--- src/rtl/cpu_core_hs_pkg.sv ---
// cpu_core_hs_pkg: opcode, branch-condition, state and ALU encodings shared by the core and its ALU.
package cpu_core_hs_pkg;
    typedef enum logic [2:0] {S_BOOT, S_FETCH, S_EXEC, S_MEM, S_HALT} state_e;
    typedef enum logic [1:0] {ALU_ADD, ALU_SUB, ALU_CMP} alu_fn_e;

    localparam logic [4:0] OP_LDI  = 5'd1;
    localparam logic [4:0] OP_LDD  = 5'd2;
    localparam logic [4:0] OP_LDX  = 5'd3;
    localparam logic [4:0] OP_STO  = 5'd4;
    localparam logic [4:0] OP_ADD  = 5'd5;
    localparam logic [4:0] OP_SUB  = 5'd6;
    localparam logic [4:0] OP_CMP  = 5'd7;
    localparam logic [4:0] OP_JMPU = 5'd8;
    localparam logic [4:0] OP_JMPC = 5'd9;
    localparam logic [4:0] OP_HALT = 5'd10;

    localparam logic [2:0] C_EQ  = 3'd0;
    localparam logic [2:0] C_NE  = 3'd1;
    localparam logic [2:0] C_GT  = 3'd2;
    localparam logic [2:0] C_GE  = 3'd3;
    localparam logic [2:0] C_LT  = 3'd4;
    localparam logic [2:0] C_LE  = 3'd5;
    localparam logic [2:0] C_OV  = 3'd6;
    localparam logic [2:0] C_NOV = 3'd7;

    function automatic int step_of(input int word_size);
        return word_size / 8;
    endfunction

    function automatic logic cond_met(input logic [2:0] c, input logic eq, input logic big, input logic ovfl);
        case (c)
            C_EQ:    return eq;
            C_NE:    return !eq;
            C_GT:    return big;
            C_GE:    return big || eq;
            C_LT:    return !big && !eq;
            C_LE:    return !big || eq;
            C_OV:    return ovfl;
            C_NOV:   return !ovfl;
            default: return 1'b0;
        endcase
    endfunction
endpackage

--- src/rtl/cpu_alu_p.sv ---
// cpu_alu_p: combinational add/sub/compare with signed overflow and result flags.
module cpu_alu_p
    import cpu_core_hs_pkg::*;
#(
    parameter int WORD_SIZE = 16
) (
    input  logic [WORD_SIZE-1:0] a,
    input  logic [WORD_SIZE-1:0] b,
    input  alu_fn_e              fn,
    output logic [WORD_SIZE-1:0] result,
    output logic                 ovfl,
    output logic                 eq,
    output logic                 big
);
    localparam int M = WORD_SIZE - 1;
    logic sub;
    assign sub    = fn != ALU_ADD;
    assign result = sub ? a - b : a + b;
    assign ovfl   = (a[M] ^ result[M]) & (sub ? a[M] ^ b[M] : ~(a[M] ^ b[M]));
    // compare is unsigned on the operands; add/sub flag the signed result
    assign eq     = fn == ALU_CMP ? a == b : result == '0;
    assign big    = fn == ALU_CMP ? a > b : !result[M] && result != '0;
endmodule

--- src/rtl/cpu_core_hs.sv ---
// cpu_core_hs: multi-cycle accumulator CPU with a req/ready memory bus and a post-reset memory-clear sweep.
module cpu_core_hs
    import cpu_core_hs_pkg::*;
#(
    parameter int WORD_SIZE = 16,
    parameter int ADDR_SIZE = 8,
    parameter int NUM_REGS  = 4,
    parameter int BOOT_EN   = 1
) (
    input  logic                 clk,
    input  logic                 rst,
    output logic [ADDR_SIZE-1:0] mem_addr,
    output logic [WORD_SIZE-1:0] mem_wdata,
    input  logic [WORD_SIZE-1:0] mem_rdata,
    output logic                 mem_req,
    output logic                 mem_we,
    input  logic                 mem_ready,
    output logic                 boot,
    output logic                 halted
);
    localparam int RW = $clog2(NUM_REGS);
    localparam int STEP_I = step_of(WORD_SIZE);
    localparam logic [ADDR_SIZE-1:0] STEP = ADDR_SIZE'(STEP_I);
    localparam logic [ADDR_SIZE-1:0] LAST = ADDR_SIZE'((((1 << ADDR_SIZE) - 1) / STEP_I) * STEP_I);

    state_e state_q, state_d;
    logic [ADDR_SIZE-1:0] pc_q, pc_d, baddr_q, baddr_d, addr_d, pc_step;
    logic [WORD_SIZE-1:0] inst_q, inst_d, wdata_d;
    logic [NUM_REGS-1:0][WORD_SIZE-1:0] regs_q, regs_d;
    logic eq_q, eq_d, big_q, big_d, ovfl_q, ovfl_d, req_d, we_d;

    logic [4:0] opcode;
    logic [2:0] fld;
    logic [WORD_SIZE-9:0] opnd;
    logic [RW-1:0] ri, rj;
    assign opcode  = inst_q[WORD_SIZE-1:WORD_SIZE-5];
    assign fld     = inst_q[WORD_SIZE-6:WORD_SIZE-8];
    assign opnd    = inst_q[WORD_SIZE-9:0];
    assign ri      = fld[RW-1:0];
    assign rj      = opnd[RW-1:0];
    assign pc_step = pc_q + STEP;
    assign boot    = state_q == S_BOOT;
    assign halted  = state_q == S_HALT;

    alu_fn_e alu_fn;
    logic [WORD_SIZE-1:0] alu_res;
    logic alu_ovfl, alu_eq, alu_big;
    assign alu_fn = opcode == OP_ADD ? ALU_ADD : opcode == OP_SUB ? ALU_SUB : ALU_CMP;

    cpu_alu_p #(.WORD_SIZE(WORD_SIZE)) u_alu (
        .a(regs_q[ri]), .b(regs_q[rj]), .fn(alu_fn),
        .result(alu_res), .ovfl(alu_ovfl), .eq(alu_eq), .big(alu_big)
    );

    always_ff @(posedge clk) begin
        if (rst) begin
            state_q   <= BOOT_EN != 0 ? S_BOOT : S_FETCH;
            pc_q      <= '0;
            baddr_q   <= '0;
            inst_q    <= '0;
            regs_q    <= '0;
            eq_q      <= 1'b0;
            big_q     <= 1'b0;
            ovfl_q    <= 1'b0;
            mem_req   <= 1'b0;
            mem_we    <= 1'b0;
            mem_addr  <= '0;
            mem_wdata <= '0;
        end else begin
            state_q   <= state_d;
            pc_q      <= pc_d;
            baddr_q   <= baddr_d;
            inst_q    <= inst_d;
            regs_q    <= regs_d;
            eq_q      <= eq_d;
            big_q     <= big_d;
            ovfl_q    <= ovfl_d;
            mem_req   <= req_d;
            mem_we    <= we_d;
            mem_addr  <= addr_d;
            mem_wdata <= wdata_d;
        end
    end

    // Every bus state raises mem_req only from an idle cycle, so accesses never run back to back.
    always_comb begin
        state_d = state_q;
        pc_d    = pc_q;
        baddr_d = baddr_q;
        inst_d  = inst_q;
        regs_d  = regs_q;
        eq_d    = eq_q;
        big_d   = big_q;
        ovfl_d  = ovfl_q;
        req_d   = mem_req;
        we_d    = mem_we;
        addr_d  = mem_addr;
        wdata_d = mem_wdata;
        case (state_q)
            S_BOOT: begin
                if (!mem_req) begin
                    req_d   = 1'b1;
                    we_d    = 1'b1;
                    addr_d  = baddr_q;
                    wdata_d = '0;
                end else if (mem_ready) begin
                    req_d   = 1'b0;
                    we_d    = 1'b0;
                    baddr_d = baddr_q + STEP;
                    state_d = baddr_q == LAST ? S_FETCH : S_BOOT;
                end
            end
            S_FETCH: begin
                if (!mem_req) begin
                    req_d  = 1'b1;
                    we_d   = 1'b0;
                    addr_d = pc_q;
                end else if (mem_ready) begin
                    req_d   = 1'b0;
                    inst_d  = mem_rdata;
                    state_d = S_EXEC;
                end
            end
            S_EXEC: begin
                state_d = S_FETCH;
                pc_d    = pc_step;
                case (opcode)
                    OP_LDI: regs_d[ri] = WORD_SIZE'(opnd);
                    OP_LDD, OP_STO: begin
                        pc_d    = pc_q;
                        addr_d  = opnd[ADDR_SIZE-1:0];
                        state_d = S_MEM;
                    end
                    OP_LDX: begin
                        pc_d    = pc_q;
                        addr_d  = regs_q[rj][ADDR_SIZE-1:0];
                        state_d = S_MEM;
                    end
                    OP_ADD, OP_SUB: begin
                        regs_d[ri] = alu_res;
                        ovfl_d     = alu_ovfl;
                        eq_d       = alu_eq;
                        big_d      = alu_big;
                    end
                    OP_CMP: begin
                        eq_d  = alu_eq;
                        big_d = alu_big;
                    end
                    OP_JMPU: pc_d = opnd[ADDR_SIZE-1:0];
                    OP_JMPC: pc_d = cond_met(fld, eq_q, big_q, ovfl_q) ? opnd[ADDR_SIZE-1:0] : pc_step;
                    OP_HALT: begin
                        pc_d    = pc_q;
                        state_d = S_HALT;
                    end
                    default: ;
                endcase
            end
            S_MEM: begin
                if (!mem_req) begin
                    req_d   = 1'b1;
                    we_d    = opcode == OP_STO;
                    wdata_d = regs_q[ri];
                end else if (mem_ready) begin
                    req_d   = 1'b0;
                    we_d    = 1'b0;
                    pc_d    = pc_step;
                    state_d = S_FETCH;
                    if (opcode != OP_STO) regs_d[ri] = mem_rdata;
                end
            end
            default: ;
        endcase
    end
endmodule

--- config.mk ---
export PLATFORM = sky130hd
export DESIGN_NAME = cpu_core_hs
export DESIGN_NICKNAME = d
export VERILOG_FILES = /design/src/rtl/cpu_core_hs_pkg.sv /design/src/rtl/cpu_alu_p.sv /design/src/rtl/cpu_core_hs.sv
export SDC_FILE = /design/constraint.sdc
export NUM_CORES = 1
export LEC_CHECK = 0
export BUFFER_PORTS_ARGS = -buffer_cell sky130_fd_sc_hd__clkbuf_2
export CELL_PAD_IN_SITES_DETAIL_PLACEMENT = 1
export CELL_PAD_IN_SITES_GLOBAL_PLACEMENT = 1
export CORE_UTILIZATION = 42
export DETAILED_ROUTE_END_ITERATION = 8
export HOLD_SLACK_MARGIN = 0.12
export PLACE_DENSITY = 0.81
export SLEW_MARGIN = 20
export SYNTH_ARGS = -nofsm -noshare
export SYNTH_HDL_FRONTEND = slang
export SYNTH_SLANG_ARGS = --single-unit
--- constraint.sdc ---
create_clock -name clk -period 4.99 [get_ports clk]
set_input_delay 0 -clock clk [delete_from_list [all_inputs] [get_ports clk]]
set_output_delay 0 -clock clk [all_outputs]
set_load 0.1 [all_outputs]
==> results of run 1 <==
cells in the mapped netlist, drive strengths merged (3+ instances only):
master / n
buf: 11
xor2: 10
a311oi: 19
a21o: 5
inv: 32
o21a: 5
or3: 9
a211oi: 52
o31ai: 6
ha: 34
and2: 8
clkbuf: 63
nand2b: 16
a211o: 3
a21oi: 80
nand2: 89
nor3: 18
nor2: 166
a221o: 4
nand3: 12
nor4: 7
a2111oi: 5
o22ai: 6
dfxtp: 127
a22oi: 23
o41ai: 3
a31oi: 6
o21ai: 37
o21bai: 4
nor2b: 11
nand4: 4
mux2i: 18
a221oi: 6
o211ai: 14
mux4: 33
and3: 13
xnor2: 9
critical path: stages, from the launching register on:
cell       delay [ns]
dfxtp_1          0.43
mux4_2           0.59
inv_1            0.12
ha_1             0.14
inv_1            0.05
fa_1             0.49
a211oi_1         0.30
o21ai_0          0.18
o2111ai_1        0.19
a21oi_1          0.17
a2111oi_1        0.59
xnor2_1          0.17
or3b_1           0.42
or4_1            0.49
a311oi_1         0.28
sequential cells by signal, summed over array words and instances, names as in the netlist:
register / count
mem_addr: 8
regs_q: 64
baddr_q: 7
mem_wdata: 16
state_q: 3
eq_q: 1
inst_q: 16
pc_q: 8
mem_req: 1
big_q: 1
mem_we: 1
ovfl_q: 1
cell type report:
type | count | share of cell area [%]
clock buffer | 18 | 4.683
tap | 260 | 3.469
timing repair buffer | 92 | 6.618
clock inverter | 13 | 1.374
inverter | 32 | 1.281
sequential | 127 | 27.14
multi-input combinational | 758 | 55.44
metal layers:
layer	part of all wire (%)	track usage, %
met3	5.8	5.333
met1	45	38.26
met4	2.9	12.24
met2	46	45.60
met5	0	0
where the power goes:
group | switching, mW | total, mW | internal [mW]
logic | 0.698 | 1.08 | 0.387
clock network | 0.525 | 1.23 | 0.706
registers | 0.0462 | 1.09 | 1.05
total | 1.27 | 3.41 | 2.14
cell families after synthesis:
| family | Yosys count |
|---|---|
| muxes | 51 |
| and+or+nand+nor | 363 |
| xor gates and xnor gates | 19 |
| buffers and inverters | 106 |
| adders and majority gates | 36 |
| DFF | 127 |
| AOI/OAI and AO/OA | 289 |
path summary, 6_finish.rpt:
path	from	to	slack [ns]	cells after the start
max	inst_q[9]$_SDFFE_PP0P_	eq_q$_SDFFE_PP0P_	0.27	14
min	rst	baddr_q[2]$_SDFFE_PP0P_	0.17	2
max reg2reg	inst_q[9]$_SDFFE_PP0P_	eq_q$_SDFFE_PP0P_	0.27	14
min reg2reg	pc_q[0]$_SDFFE_PP0P_	pc_q[0]$_SDFFE_PP0P_	0.49	2
what timing repair did:
action                     CTS  global route
resized for setup            0             3
hold endpoints to repair    61             0
hold buffers                17             0
setup endpoints to repair    0             1
per-stage QoR:
stage | cells | total power, mW | setup WS [ns] | utilization [%] | hold slack (ns)
floorplan | 991 | 1.798 | 0.2696 | - | 0.1360
global placement | 1252 | 2.142 | 0.4024 | 45.80 | 0.2524
detailed placement | 1252 | 2.150 | 0.2613 | 45.80 | 0.2572
CTS | 1300 | 3.389 | 0.2231 | 49.72 | 0.1590
global route | 1300 | 3.526 | 0.07726 | 49.80 | 0.1834
finish | 1300 | 3.407 | 0.2684 | 49.80 | 0.1651
==> flow_metrics.env, run 1 <==
export IMPL_status="completed"
export IMPL_diodes=0
export IMPL_ant_nets=0
export IMPL_worst_setup_path_start_kind="flip-flop"
export IMPL_cts_setup_buffers=0
export IMPL_hold_viol=0
export IMPL_clk_pin_slew_ns=0.06
export IMPL_die_area_sq_um=19940
export IMPL_die_w_microns=141.2
export IMPL_synth_top_family_by_area="compound AO/OA/AOI/OAI gates"
export IMPL_synthTopCellsByArea="dfxtp_1 (31%), mux4_2 (9.1%), nor2_1 (7.7%)"
export IMPL_grt_pass1_vias=8005
export IMPL_fill_cells=2245
export IMPL_ys_ff_latch=127
export IMPL_setup_violations=0
export IMPL_grt_start_max_net_pins=80
export IMPL_fin_area_sq_um=9378
export IMPL_drc_errors=0
export IMPL_yosysSeqAreaShare_pct=31.24
export IMPL_num_rows=50
export IMPL_clk_latency_ns=0.43
export IMPL_max_freq_mhz=211.8
export IMPL_worstPathRequired_ns=5.32
export IMPL_start_util_pct=43.22
export IMPL_synth_edf_count=0
export IMPL_wirelength_mm=28.01
export IMPL_num_nets_final=1083
export IMPL_crit_fanout=3
export IMPL_critPathKind="flip-flop to flip-flop"
export IMPL_dp_hpwl_mm=19.92
export IMPL_vias=7966
export IMPL_fin_crit_ns=4.722
export IMPL_arrival_ns=5.05
export IMPL_wire_per_inst_microns=21.54
export IMPL_gp_congestion=0.9497
export IMPL_cts_buffer_depth=2
export IMPL_viasPerCell=6.128
export IMPL_syn_inst=991
export IMPL_synth_compound_area_share_pct=24.35
export IMPL_cts_tree="built"
export IMPL_power_per_cell_area_nw_per_um2=363.3
export IMPL_max_cap_viol_count=0
export IMPL_relSlewSlack_pct=29.13
export IMPL_yosys_area_top_type="dfxtp_1"
export IMPL_seq_area_sq_um=2545
export IMPL_core_area_sq_um=18830
export IMPL_cts_buffers=17
export IMPL_synth_area_mux_share_pct=11.35
export IMPL_cts_sinks=127
export IMPL_die_y_microns=141.2
export IMPL_area_delta_synth_final_pct=15.24
export IMPL_final_common_cell="nor2_1"
export IMPL_root_buffer="clkbuf_16"
export IMPL_postSynthAreaPerCell_sq_um=8.212
export IMPL_firstDrtPassIters=5
export IMPL_io_buffers=46
export IMPL_yosysTopAreaCellShare_pct=31.24
export IMPL_drive_gt1_share_pct=15.38
export IMPL_synthAdderAreaFrac_pct=5.720
export IMPL_drtIter0Drc=597
export IMPL_yosys_area_share_simple_pct=20.02
export IMPL_yosysUniqueCellTypes=63
export IMPL_grt_pass1_wl_mm=43.99
export IMPL_antenna_found_initial=0
export IMPL_synth_fp_nets=1046
export IMPL_gr_total_overflow=0
export IMPL_syn_area_sq_um=8138
export IMPL_worst_pin_slew_ns=1.059
export IMPL_layout_common_cells="nor2_1 (164), dfxtp_1 (125), nand2_1 (89), a21oi_1 (80), a211oi_1 (50)"
export IMPL_slew_viol_final=0
export IMPL_ir_drop_v=0.0002549
export IMPL_clock_skew_final_ns=0.007569
export IMPL_multi_input_area_sq_um=5199
export IMPL_rsz0062_at_grt="no"
export IMPL_ys_flop_type="dfxtp_1"
export IMPL_period_share_pct=94.62
export IMPL_synthArstFlopShare_pct=0
export IMPL_crit_path_end_kind="flip-flop"
export IMPL_synth_xor_area_share_pct=2.045
export IMPL_hold_class="input port to flip-flop"
export IMPL_place_area_sq_um=8625
export IMPL_cts_max_level=4
export IMPL_grt_use_total_pct=28.76
export IMPL_io_pins=47
export IMPL_setup_tns_ns=0
export IMPL_yosysWarnings=0
export IMPL_leakagePower_nw=3.328
Note: power is estimated with default switching activity, not from simulation.
==> inputs of run 2 (changes only) <==
--- a/config.mk
+++ b/config.mk
@@ -8,6 +8,7 @@
 export BUFFER_PORTS_ARGS = -buffer_cell sky130_fd_sc_hd__clkbuf_2
 export CELL_PAD_IN_SITES_DETAIL_PLACEMENT = 1
 export CELL_PAD_IN_SITES_GLOBAL_PLACEMENT = 1
+export CORE_MARGIN = 2
 export CORE_UTILIZATION = 42
 export DETAILED_ROUTE_END_ITERATION = 8
 export HOLD_SLACK_MARGIN = 0.12
==> flow_metrics.env, run 2 (synthesis results as in run 1) <==
export IMPL_area_delta_synth_final_pct=15.82
export IMPL_holdPathStages=4
export IMPL_largest_register="regs_q"
export IMPL_final_util_pct=50.05
export IMPL_rsz0062_at_grt="no"
export IMPL_drive_gt1_share_pct=15.36
export IMPL_clk_pin_slew_ns=0.06
export IMPL_drc_errors=0
export IMPL_dp_hpwl_mm=20.19
export IMPL_clock_skew_final_ns=0.008132
export IMPL_wirelength_mm=28.36
export IMPL_cts_buffers=17
export IMPL_root_buffer="clkbuf_16"
export IMPL_ir_drop_v=0.0002665
export IMPL_fin_crit_ns=4.748
export IMPL_status="completed"
export IMPL_period_share_pct=95.16
export IMPL_gr_total_overflow=0
export IMPL_die_y_microns=143.2
export IMPL_core_area_sq_um=18830
export IMPL_diodes=0
export IMPL_cts_max_level=4
export IMPL_num_rows=50
export IMPL_hold_path_end="inst_q[11]$_SDFFE_PP0P_"
export IMPL_worst_setup_path_start_kind="flip-flop"
export IMPL_critPathKind="flip-flop to flip-flop"
export IMPL_worstReg2RegStart="inst_q[1]$_SDFFE_PP0P_"
export IMPL_hold_viol=0
export IMPL_setup_tns_ns=0
export IMPL_gp_congestion=0.9165
export IMPL_num_nets_final=1084
export IMPL_viasPerCell=6.227
export IMPL_setup_violations=0
export IMPL_r2r_end="eq_q$_SDFFE_PP0P_"
export IMPL_worst_pin_slew_ns=1.034
export IMPL_vias=8108
export IMPL_drtIter0Drc=645
export IMPL_grt_use_total_pct=28.47
export IMPL_crit_path_end_kind="flip-flop"
export IMPL_io_pins=47
export IMPL_wire_per_inst_microns=21.78
export IMPL_arrival_ns=5.09
export IMPL_largest_reg_flops=64
export IMPL_antenna_found_initial=0
export IMPL_die_w_microns=143.2
export IMPL_routed_wl_met2_mm=13.18
export IMPL_power_per_cell_area_nw_per_um2=364.5
export IMPL_ant_nets=0
export IMPL_wl_met3_mm=1.680
export IMPL_grt_pass1_vias=8043
export IMPL_final_common_cell="nor2_1"
export IMPL_leakagePower_nw=3.365
export IMPL_fill_cells=2241
export IMPL_min_delay_start="mem_rdata[11]"
export IMPL_grt_pass1_wl_mm=44.95
export IMPL_grt_start_max_net_pins=66
export IMPL_r2r_slack_ns=0.24
export IMPL_met1_length_mm=12.79
export IMPL_max_freq_mhz=210.6
export IMPL_top_layer="met4"
export IMPL_hold_class="input port to flip-flop"
export IMPL_relSlewSlack_pct=30.63
export IMPL_die_area_sq_um=20500
export IMPL_layout_common_cells="nor2_1 (164), dfxtp_1 (126), nand2_1 (89), a21oi_1 (80), a211oi_1 (50)"
export IMPL_cts_sinks=127
export IMPL_cts_buffer_depth=2
export IMPL_rr_worst_depth=14
export IMPL_slew_viol_final=0
export IMPL_max_cap_viol_count=0
export IMPL_clk_latency_ns=0.43
export IMPL_start_util_pct=43.22
export IMPL_worstPathRequired_ns=5.33
export IMPL_reg_top3="regs_q x64, inst_q x16, mem_wdata x16"
export IMPL_crit_fanout=11
export IMPL_io_buffers=46
export IMPL_cts_tree="built"
export IMPL_firstDrtPassIters=5
run 2: worst max-delay path, cell delays in order (launching register included):
cell and delay (ns):
dfxtp_1 0.37, buf_4 0.25, mux4_2 0.56, inv_1 0.14, ha_1 0.36, or3b_2 0.48, a31oi_1 0.26, nor3_2 0.13
a2111oi_4 0.40, o31ai_1 0.12, a211oi_2 0.27, buf_4 0.18, or3b_1 0.39, or4_1 0.49, a311oi_1 0.26
run 2: repair_timing:
action	in CTS	in global routing
endpoints found under the setup margin	0	1
hold buffers	19	0
endpoints found under the hold margin	73	0
gates resized for setup	0	3
buffers inserted	0	0
run 2: how the worst max path moves through the flow:
stage / to / depth (start not counted) / slack, ns / start
finish: eq_q$_SDFFE_PP0P_ / 14 / 0.24 / inst_q[1]$_SDFFE_PP0P_
global route: eq_q$_SDFFE_PP0P_ / 14 / 0.005 / inst_q[1]$_SDFFE_PP0P_
CTS: eq_q$_SDFFE_PP0P_ / 12 / 0.10 / inst_q[9]$_SDFFE_PP0P_
detailed placement: eq_q$_SDFFE_PP0P_ / 12 / 0.23 / inst_q[9]$_SDFFE_PP0P_
global placement: eq_q$_SDFFE_PP0P_ / 12 / 0.41 / inst_q[9]$_SDFFE_PP0P_
floorplan: eq_q$_SDFFE_PP0P_ / 16 / 0.27 / inst_q[9]$_SDFFE_PP0P_
run 2: area by class of cell:
cell class / count / area (sq um) / share of cell area (%)
flip-flops and latches: 127 / 2544 / 26.99
inverters: 32 / 120.1 / 1.274
multi-input cells: 758 / 5199 / 55.16
repair buffers: 93 / 633.1 / 6.717
well taps: 260 / 325.3 / 3.451
clock buffers: 19 / 452.9 / 4.806
clock inverters: 13 / 151.4 / 1.606
run 2: stage by stage:
step | cells | hold WS, ns | area [sq um] | setup slack [ns] | power, mW
CTS | 1302 | 0.3477 | 9409 | 0.1006 | 3.412
detailed placement | 1251 | 0.2605 | 8615 | 0.2292 | 2.098
finish | 1302 | 0.3600 | 9425 | 0.2415 | 3.435
global route | 1302 | 0.3937 | 9425 | 0.005224 | 3.572
floorplan | 991 | 0.1360 | 8138 | 0.2696 | 1.798
global placement | 1251 | 0.2497 | 8615 | 0.4081 | 2.082
run 2: metal layers:
layer | GRT usage (%) | vias up
li1 | - | 3706
met1 | 39.28 | 4037
met5 | 0 | -
met3 | 4.930 | 62
met4 | 10.84 | 0
met2 | 44.50 | 303
run 2: report_power, final:
part | switching (mW) | total [mW] | internal, mW
registers | 0.0452 | 1.09 | 1.05
logic | 0.680 | 1.05 | 0.374
clock network | 0.520 | 1.29 | 0.772
==> inputs of run 3 (changes only) <==
--- a/config.mk
+++ b/config.mk
@@ -13,6 +13,7 @@
 export DETAILED_ROUTE_END_ITERATION = 8
 export HOLD_SLACK_MARGIN = 0.12
 export PLACE_DENSITY = 0.81
+export REMOVE_ABC_BUFFERS = 1
 export SLEW_MARGIN = 20
 export SYNTH_ARGS = -nofsm -noshare
 export SYNTH_HDL_FRONTEND = slang
==> flow_metrics.env, run 3 (synthesis results as in run 1) <==
export IMPL_drtIter0Drc=870
export IMPL_p_sw_share_pct=37.67
export IMPL_num_rows=50
export IMPL_arrival_ns=5.14
export IMPL_worst_setup_path_start_kind="flip-flop"
export IMPL_clock_power_share_pct=36.4
export IMPL_cts_tree="built"
export IMPL_cts_buffer_depth=2
export IMPL_finalPower_mw=3.387
export IMPL_reg_top3="regs_q x64, inst_q x16, mem_wdata x16"
export IMPL_diodes=0
export IMPL_io_buffers=46
export IMPL_relSlewSlack_pct=32.20
export IMPL_fin_crit_ns=4.799
export IMPL_rsz0062_at_grt="no"
export IMPL_area_delta_synth_final_pct=15.22
export IMPL_ant_nets=0
export IMPL_setup_violations=0
export IMPL_dp_slack_ns=0.2101
export IMPL_dp_cells=1251
export IMPL_grt_use_total_pct=29.18
export IMPL_crit_chain="buf_4 > mux4_2 > inv_1 > ha_1 > or3b_2 > a31oi_1 > nor3_2 > a2111oi_4 > o31ai_1 > a211oi_2 > buf_4 > or3b_1 > or4_1 > a311oi_1"
export IMPL_dp_hpwl_mm=21.39
export IMPL_status="completed"
export IMPL_slew_viol_final=0
export IMPL_slowest_delay_ns=0.56
export IMPL_fin_cells=1300
export IMPL_cts_buffers=17
export IMPL_period_share_pct=96.16
export IMPL_drive_gt1_share_pct=15.38
export IMPL_cts_sinks=127
export IMPL_root_buffer="clkbuf_16"
export IMPL_grt_pass1_vias=8168
export IMPL_layout_common_cells="nor2_1 (165), dfxtp_1 (127), nand2_1 (89), a21oi_1 (80), a211oi_1 (50)"
export IMPL_max_freq_mhz=208.4
export IMPL_wirelength_mm=29.72
export IMPL_path_buf_inv=3
export IMPL_gr_total_overflow=0
export IMPL_ir_drop_v=0.0002388
export IMPL_worst_pin_slew_ns=1.012
export IMPL_drc_errors=0
export IMPL_io_pins=47
export IMPL_grt_pass1_wl_mm=45.96
export IMPL_grt_start_max_net_pins=68
export IMPL_clock_skew_final_ns=0.01165
export IMPL_num_nets_final=1082
export IMPL_clk_latency_ns=0.43
export IMPL_p_sw_mw=1.276
export IMPL_clk_pin_slew_ns=0.07
export IMPL_viasPerCell=6.331
export IMPL_hold_class="input port to flip-flop"
export IMPL_final_common_cell="nor2_1"
export IMPL_crit_fanout=10
export IMPL_core_area_sq_um=18830
export IMPL_setup_ws_ns=0.1914
export IMPL_power_per_cell_area_nw_per_um2=361.3
export IMPL_start_util_pct=43.22
export IMPL_die_y_microns=143.2
export IMPL_firstDrtPassIters=5
export IMPL_hold_ws_ns=0.1465
export IMPL_max_cap_viol_count=0
export IMPL_crit_family="simple AND/OR/NAND/NOR gates"
export IMPL_critPathKind="flip-flop to flip-flop"
export IMPL_largest_register="regs_q"
export IMPL_seqPwrFrac_pct=32.1
export IMPL_p_int_mw=2.111
export IMPL_combPwrFrac_pct=31.5
export IMPL_final_util_pct=49.79
export IMPL_leakagePower_nw=3.329
export IMPL_worstPathRequired_ns=5.33
export IMPL_die_w_microns=143.2
export IMPL_cts_max_level=4
export IMPL_vias=8230
export IMPL_place_area_sq_um=8618
export IMPL_cp_common_cell="buf_4"
export IMPL_fin_area_sq_um=9376
export IMPL_largest_reg_flops=64
export IMPL_die_area_sq_um=20500
export IMPL_setup_tns_ns=0
export IMPL_wire_per_inst_microns=22.86
export IMPL_hold_viol=0
export IMPL_gp_congestion=0.9428
export IMPL_fill_cells=2224
export IMPL_crit_path_end_kind="flip-flop"
export IMPL_cpMaxStageDelayCell="mux4_2"
export IMPL_antenna_found_initial=0
[run 3: timing repair]
item                                   CTS  global route
setup endpoints to repair                0             1
gates resized for setup                  0             3
buffers inserted                         0             0
hold buffers                            17             0
endpoints found under the hold margin   62             0
[run 3: power groups by stage]
stage | registers [mW] | clock network, mW | logic (mW)
global route | 1.09 | 1.29 | 1.12
floorplan | 1.19 | 0 | 0.584
detailed placement | 1.11 | 0 | 1.01
CTS | 1.09 | 1.24 | 1.03
finish | 1.09 | 1.23 | 1.07
global placement | 1.11 | 0 | 0.988
[run 3: worst paths after layout]
kind                            start                    endpoint  slack [ns]  cells past startpoint
min reg2reg  mem_addr[2]$_SDFFE_PP0P_    mem_addr[2]$_SDFFE_PP0P_        0.50                      2
max            inst_q[1]$_SDFFE_PP0P_           eq_q$_SDFFE_PP0P_        0.19                     14
max reg2reg    inst_q[1]$_SDFFE_PP0P_           eq_q$_SDFFE_PP0P_        0.19                     14
min                               rst  mem_wdata[12]$_SDFFE_PP0P_        0.15                      2
[run 3: area by class of cell]
cell class              count  area [sq um]  share of cell area, %
clock inverters            15         148.9                  1.588
repair buffers             91         613.1                  6.539
clock buffers              17         425.4                  4.537
well taps                 260         325.3                  3.469
flip-flops and latches    127          2542                  27.12
multi-input cells         758          5201                  55.47
inverters                  32         120.1                  1.281
[run 3: routing by layer]
layer | routed length [microns] | GRT usage, % | vias to the layer above | part of all wire, %
li1 | - | - | 3696 | -
met1 | 13180 | 41.61 | 4103 | 44
met2 | 13680 | 45.48 | 387 | 46
met3 | 2367 | 5.097 | 44 | 8.0
met4 | 489 | 7.973 | 0 | 1.6
met5 | 0 | 0 | - | 0
